### src/rtl/fpu_pkg.sv
// rtl/fpu_pkg.sv - shared FPU op codes and compare-unit payload types
package fpu_pkg;

  localparam logic [1:0] OP_FEQ = 2'b00;
  localparam logic [1:0] OP_FLT = 2'b01;
  localparam logic [1:0] OP_FLE = 2'b10;
  localparam logic [1:0] OP_ILL = 2'b11;

  localparam int FPU_TAG_W = 5;

  typedef struct packed {
    logic [1:0]           op;
    logic [31:0]          x;
    logic [31:0]          y;
    logic [FPU_TAG_W-1:0] tag;
  } s0_payload_t;

endpackage

### src/rtl/feq.sv
// rtl/feq.sv - single-precision bitwise equality comparator
module feq (
  input  logic [31:0] a,
  input  logic [31:0] b,
  output logic        z
);
  assign z = (a == b);
endmodule

### src/rtl/fle.sv
// rtl/fle.sv - single-precision less-or-equal built as !(b < a)
module fle (
  input  logic [31:0] a,
  input  logic [31:0] b,
  output logic        z
);
  logic b_lt_a;

  flt u_flt (.a(b), .b(a), .z(b_lt_a));

  assign z = !b_lt_a;
endmodule

### src/rtl/flt.sv
// rtl/flt.sv - single-precision less-than on sign/magnitude ordering, no NaN handling
module flt (
  input  logic [31:0] a,
  input  logic [31:0] b,
  output logic        z
);
  logic mag_lt, mag_gt;

  assign mag_lt = a[30:0] < b[30:0];
  assign mag_gt = a[30:0] > b[30:0];

  // Differing signs: the negative operand is smaller, so -0 < +0.
  always_comb begin
    z = 1'b0;
    if (a[31] != b[31]) z = a[31];
    else if (!a[31])    z = mag_lt;
    else                z = mag_gt;
  end
endmodule

### src/rtl/fcmp_unit.sv
// rtl/fcmp_unit.sv - two-stage pipelined feq/flt/fle execution unit with valid/ready handshake
module fcmp_unit
  import fpu_pkg::*;
#(
  parameter int TAG_W = FPU_TAG_W,
  parameter int CNT_W = 16
) (
  input  logic             clk,
  input  logic             rstn,
  input  logic             in_valid,
  output logic             in_ready,
  input  logic [1:0]       in_op,
  input  logic [31:0]      in_x,
  input  logic [31:0]      in_y,
  input  logic [TAG_W-1:0] in_tag,
  output logic             out_valid,
  input  logic             out_ready,
  output logic [31:0]      out_result,
  output logic [TAG_W-1:0] out_tag,
  output logic             illegal_op,
  output logic [CNT_W-1:0] cmp_count
);

  if (TAG_W != FPU_TAG_W) begin : g_tag_w_check
    $error("fcmp_unit: TAG_W must equal fpu_pkg::FPU_TAG_W");
  end

  s0_payload_t      s0;
  logic             s0_valid;
  logic             s1_valid;
  logic             s1_z;
  logic [TAG_W-1:0] s1_tag;

  logic s1_free, s0_adv, in_fire, out_fire;
  logic z_eq, z_lt, z_le, z_sel;

  assign s1_free  = !s1_valid || out_ready;
  assign s0_adv   = s0_valid && s1_free;
  assign in_ready = !s0_valid || s1_free;
  assign in_fire  = in_valid && in_ready;
  assign out_fire = s1_valid && out_ready;

  feq u_feq (.a(s0.x), .b(s0.y), .z(z_eq));
  flt u_flt (.a(s0.x), .b(s0.y), .z(z_lt));
  fle u_fle (.a(s0.x), .b(s0.y), .z(z_le));

  // Illegal ops still flow through with z=0 so writeback order is preserved.
  always_comb begin
    z_sel = 1'b0;
    case (s0.op)
      OP_FEQ:  z_sel = z_eq;
      OP_FLT:  z_sel = z_lt;
      OP_FLE:  z_sel = z_le;
      default: z_sel = 1'b0;
    endcase
  end

  always_ff @(posedge clk or negedge rstn) begin
    if (!rstn) begin
      s0_valid <= 1'b0;
      s0       <= '0;
    end else begin
      s0_valid <= in_fire || (s0_valid && !s1_free);
      if (in_fire) s0 <= '{op: in_op, x: in_x, y: in_y, tag: in_tag};
    end
  end

  always_ff @(posedge clk or negedge rstn) begin
    if (!rstn) begin
      s1_valid <= 1'b0;
      s1_z     <= 1'b0;
      s1_tag   <= '0;
    end else if (s0_adv) begin
      s1_valid <= 1'b1;
      s1_z     <= z_sel;
      s1_tag   <= s0.tag;
    end else if (out_fire) begin
      s1_valid <= 1'b0;
    end
  end

  always_ff @(posedge clk or negedge rstn) begin
    if (!rstn) begin
      illegal_op <= 1'b0;
      cmp_count  <= '0;
    end else begin
      if (in_fire && in_op == OP_ILL) illegal_op <= 1'b1;
      if (out_fire && cmp_count != '1) cmp_count <= cmp_count + 1'b1;
    end
  end

  assign out_valid  = s1_valid;
  assign out_result = {31'b0, s1_z};
  assign out_tag    = s1_tag;

endmodule
### config.mk
export PLATFORM = sky130hd
export DESIGN_NAME = fcmp_unit
export DESIGN_NICKNAME = d
export VERILOG_FILES = /design/src/rtl/fpu_pkg.sv /design/src/rtl/feq.sv /design/src/rtl/fle.sv /design/src/rtl/flt.sv /design/src/rtl/fcmp_unit.sv
export SDC_FILE = /design/constraint.sdc
export NUM_CORES = 1
export LEC_CHECK = 0
export BUFFER_PORTS_ARGS = -buffer_cell sky130_fd_sc_hd__buf_4
export CORE_MARGIN = 4
export CORE_UTILIZATION = 45
export DETAILED_ROUTE_END_ITERATION = 6
export GPL_ROUTABILITY_DRIVEN = 0
export GPL_TIMING_DRIVEN = 0
export PLACE_DENSITY_LB_ADDON = 0.3
export SLEW_MARGIN = 15
export SYNTH_ARGS = -nofsm -noshare
export SYNTH_HDL_FRONTEND = slang
export SYNTH_SLANG_ARGS = --single-unit
export TNS_END_PERCENT = 1
### constraint.sdc
create_clock -name clk -period 2.4 [get_ports clk]
set_input_delay 0.12 -clock clk [delete_from_list [all_inputs] [get_ports clk]]
set_output_delay 0.12 -clock clk [all_outputs]
set_load 0.01 [all_outputs]
### Word level (Yosys, flattened, before mapping)

Cells that the tools add are included.
W data, S select, Z words.

| cells by class | value |
|---|---|
| add/sub/neg operators | 1 |
| magnitude comparators | 4 |
| eq/ne operators | 7 |
| reduce and logical (&&, ||, !) cells | 15 |
| multiplexer cells | 7 |

Operator list:

| kind | count |
|---|---|
| $gt A31 B31 Y1 | 2 |
| $lt A31 B31 Y1 | 2 |
| $eq A32 B32 Y1 | 1 |
| $add A16 B1 Y16 const B | 1 |
| $ne A16 B16 Y1 const B | 1 |
| $logic_and A1 B1 Y1 | 6 |
| $mux W1 | 6 |
| $eq A2 B2 Y1 const B | 2 |
| $logic_not A1 Y1 | 4 |
| $logic_or A1 B1 Y1 | 3 |
| $pmux W1 S3 | 1 |
| $eq A2 B1 Y1 const B | 1 |
| $logic_not A2 Y1 | 1 |
| $ne A1 B1 Y1 | 2 |
| $reduce_bool A2 Y1 | 1 |

| storage, ports and cells | value |
|---|---|
| output and inout port bits | 56 |
| word-level logic and storage cells | 44 |
| flip-flop bits (word level) | 96 |

### Logic depth before layout (Yosys ltp)

| depth | value |
|---|---|
| depth in word-level cells | 5 |
| depth in mapped cells | 8 |
| gate-level depth less buffers | 8 |

### Hierarchy

A second synthesis with hierarchy kept.

| second synthesis, totals | value |
|---|---|
| cells, all modules | 559 |
| area, all modules | 6,099.6 um^2 |

Modules (own cells, without submodules):

| module | area an instance (um^2) | cells an instance | instances | seq. area each (um^2) |
|---|---|---|---|---|
| fcmp_unit | 4,090.2 | 281 | 1 | 2,402.3 |
| flt | 829.5 | 117 | 2 | 0.0 |
| feq | 346.6 | 43 | 1 | 0.0 |
| fle | 3.8 | 1 | 1 | 0.0 |

### Worst setup path before layout

Ideal clock, no wire load.

| timing path | value |
|---|---|
| path type | reg-to-reg |
| from | register s0[34] (netlist bit) |
| to | register s1_z |
| arrival | 1.743 ns |
| data required time | 2.305 ns |
| clock period less this slack | 1.839 ns |
| library setup time | 0.095 ns |
| stages on the path, launching flop included | 9 |
| setup slack | 0.561 ns |
| path through | dfrtp_1 -> inv_1 -> ha_1 -> nand4_1 -> nor2_1 -> a221o_1 -> a211oi_1 -> a211oi_1 -> o31ai_1 |

| on the way | value |
|---|---|
| cells in the longest elaborated chain, start to end | 5 |

RTL lines:

| item | line | source |
|---|---|---|
| from (decl) | fcmp_unit.sv:28 | `s0_payload_t s0;` |
| from (signal assigned) | fcmp_unit.sv:64 | `if (in_fire) s0 <= '{op: in_op, x: in_x, y: in_y, tag: in_tag};` |
| $lt A31 B31 Y1 / $gt A31 B31 Y1 (equally long branches) | flt.sv:9, flt.sv:10 |  |
| $mux W1 | flt.sv:16 | `else if (!a[31]) z = mag_lt;` |
| $mux W1 | flt.sv:15 | `if (a[31] != b[31]) z = a[31];` |
| $logic_not A1 Y1 | fle.sv:11 | `assign z = !b_lt_a;` |
| $pmux W1 S3 * | fcmp_unit.sv:50 | `case (s0.op)` |
| to (signal assigned) | fcmp_unit.sv:75 | `s1_z <= z_sel;` |
| to (decl) | fcmp_unit.sv:31 | `logic s1_z;` |

Every way passes the cells marked *; elsewhere a longest branch is shown, timed or not.
A chain may end at the register's enable or synchronous reset.

### Worst setup path in the final report

Ends and elaborated chain as after synthesis.

==> flow_summary.ini <==
[floorplanning]
core_area_um2 = 10300
start_util_pct = 46.2
die_width_um = 111
die_y_um = 111
io_pins = 131
num_rows = 37
dieArea_um2 = 12300

[final_layout]
regArea_um2 = 2400
multi_input_area_um2 = 2080
fillers = 744
fin_util_pct = 65.1
insertedDiodeCount = 0
drive_gt1_share_pct = 27.7
final_nets = 708
syn_to_final_growth_pct = 40.9

[global_routing]
grt_overflow = 0
grt_pass1_vias = 3822
grt_pass1_wl_mm = 18.1
antenna_found_initial = 0
grt_usage_pct = 18.3
grt_max_degree = 63

[cts]
htreeDepth = 3
ctsResizeCount = 0
holdBufCountCts = 73
cts_buffers = 9
clockBufferDepth = 2
tritoncts = yes
clock_latency_ps = 350
post_cts_buffers = 0
cts_num_sinks = 96
path_clk_slew_ps = 80
root_buffer = clkbuf_8

[yosys]
synth.distinct_cells = 37
synth_edf_count = 0
synthTopCellsByCount = dfrtp_1 (96), mux2_1 (68), buf_4 (33)
synth_top_area_share_pct = 50.3
netlist_area_um2 = 4770
synthCells = 387
syn_avg_cell_area_um2 = 12.3
async_flop_share_pct = 100
synth_most_common_cell = dfrtp_1
ys.flop_type = dfrtp_1
yosysTopAreaCell = dfrtp_1
ys_ff_latch = 96
yosysSeqAreaShare_pct = 50.3
synthTopCellsByArea = dfrtp_1 (50%), mux2_1 (16%), ha_1 (8.4%), buf_4 (5.2%), inv_1 (2.4%)
yosysWarnings = 0

[power_and_ir_drop]
ir_drop_v = 0.000281
leakage_nw = 3.26
power_density_nw_per_um2 = 620
power_w = 0.00417

[routing]
via_per_inst = 4.80
drtIter0Drc = 80
via_count = 3558
first_pass_iters = 4
wl_per_cell_um = 14.6
drcViolationCount = 0
postRouteAntennaNets = 0
wl_mm = 10.9

[placement]
io_buffer_count = 99
hpwl_mm = 7.38
place_ws_ps = 233

[sta]
setup_viol = 0
skew_ps = 4.10
tns_ps = 0
fmax_ghz = 0.471
layout_min_cycle_time_ps = 2120
setup_slack_ps = 275
hold_ws_ps = 43.7
finalMaxSlewViolations = 0
timing.final.crit_share_pct = 88.5
rsz0062_at_grt = false
hold_viol = 0

[worst_setup_path]
crit_path_end_kind = flop
reg2reg_to = s1_z
rrSetupSlack_ps = 280
critPathArrivalTime_ps = 2400
cp.required_ps = 2670
rr_worst_depth = 8
worstSetupPathType = flop to flop
path_max_fanout = 4
crit-reg2reg-launch = s0[34]
cp-start-kind = flop
critPathCapture = s1_z
crit_start = s0[34]

[job]
maxCapViolCount = 0

[status]
status = complete, no violations

[min_path]
hold_depth = 3
hold_path.class = input pin to flop
-- how the worst min path moves through the flow --
stage                     slack, ps  startpoint      endpoint
after floorplan                -180        rstn  cmp_count[0]
after global placement          330    in_y[21]        s0[26]
after detailed placement        110        rstn        s0[13]
after CTS                        20   out_ready     out_valid
after global routing             40   out_ready     out_valid
final                            40   out_ready     out_valid
-- worst max-delay path: stages (launching register included) --
cell	delay, ps
dfrtp_1	350
inv_1	50
ha_1	320
nand4_1	200
nor2_1	80
a221o_1	320
a211oi_1	360
a211oi_1	130
o31ai_1	240
-- layout by cell type, fill, tap and decap left out, types with 3 or more instances in the layout --
cell / synthesis / layout
a21oi_1: 13 / 13
nor3_1: 4 / 4
mux2_1: 68 / 68
nand4_1: 12 / 12
dfrtp_1: 96 / 96
buf_4: 33 / 132
nand2b_1: 3 / 3
clkbuf_8: 0 / 10
mux2_2: 8 / 8
clkbuf_1: 0 / 3
nand3_1: 11 / 11
nand2_1: 16 / 16
ha_1: 32 / 32
inv_1: 31 / 31
nor2_1: 7 / 7
xnor2_1: 13 / 13
a211oi_1: 3 / 3
conb_1: 1 / 31
o21ai_0: 4 / 4
buf_2: 7 / 7
dlygate4sd3_1: 0 / 73
-- metrics by stage --
| stage | cell area (µm²) | instances |
|---|---|---|
| detailed placement | 5830 | 653 |
| CTS | 6720 | 742 |
| global placement | 5800 | 652 |
| global route | 6720 | 742 |
| floorplan | 4890 | 417 |
| finish | 6720 | 742 |
-- where the power goes --
part	switching [W]	internal (W)
Clock	0.000537	0.000404
Sequential	0.000190	0.00187
Combinational	0.000512	0.000653
-- routing by layer --
layer	vias to the layer above	track usage, %	routed length (µm)
li1	1712	-	-
met1	1730	22.3	4590
met2	101	31.4	5560
met3	15	4.59	577
met4	0	6.49	144
met5	-	0	0
-- cell families (layout without fill, tap and decap cells) --
family	Yosys count	count (layout)	synth area share [%]
AOI/OAI and AO/OA	30	30	4.22
xor gates and xnor gates	15	15	2.75
adders and majority gates	32	32	8.39
buffers and inverters	71	260	8.36
DFF	96	96	50.3
muxes	77	77	18.2
other	1	31	0.0786
and+or+nand+nor	65	65	7.63
-- cell type report --
cell class / count / area share (%)
Sequential cell: 96 / 35.7
Inverter: 31 / 1.73
Clock inverter: 3 / 0.261
Clock buffer: 13 / 2.21
Tap cell: 136 / 2.53
Multi-Input combinational cell: 250 / 31.0
Buffer: 40 / 4.21
Timing Repair Buffer: 173 / 22.3
-- registers in the layout (all words and copies together), names as in the netlist --
signal,cells
out_tag,5
s1_z,1
cmp_count,16
s0,71
illegal_op,1
s0_valid,1
out_valid,1
No activity file was read; power rests on OpenSTA's default activity.
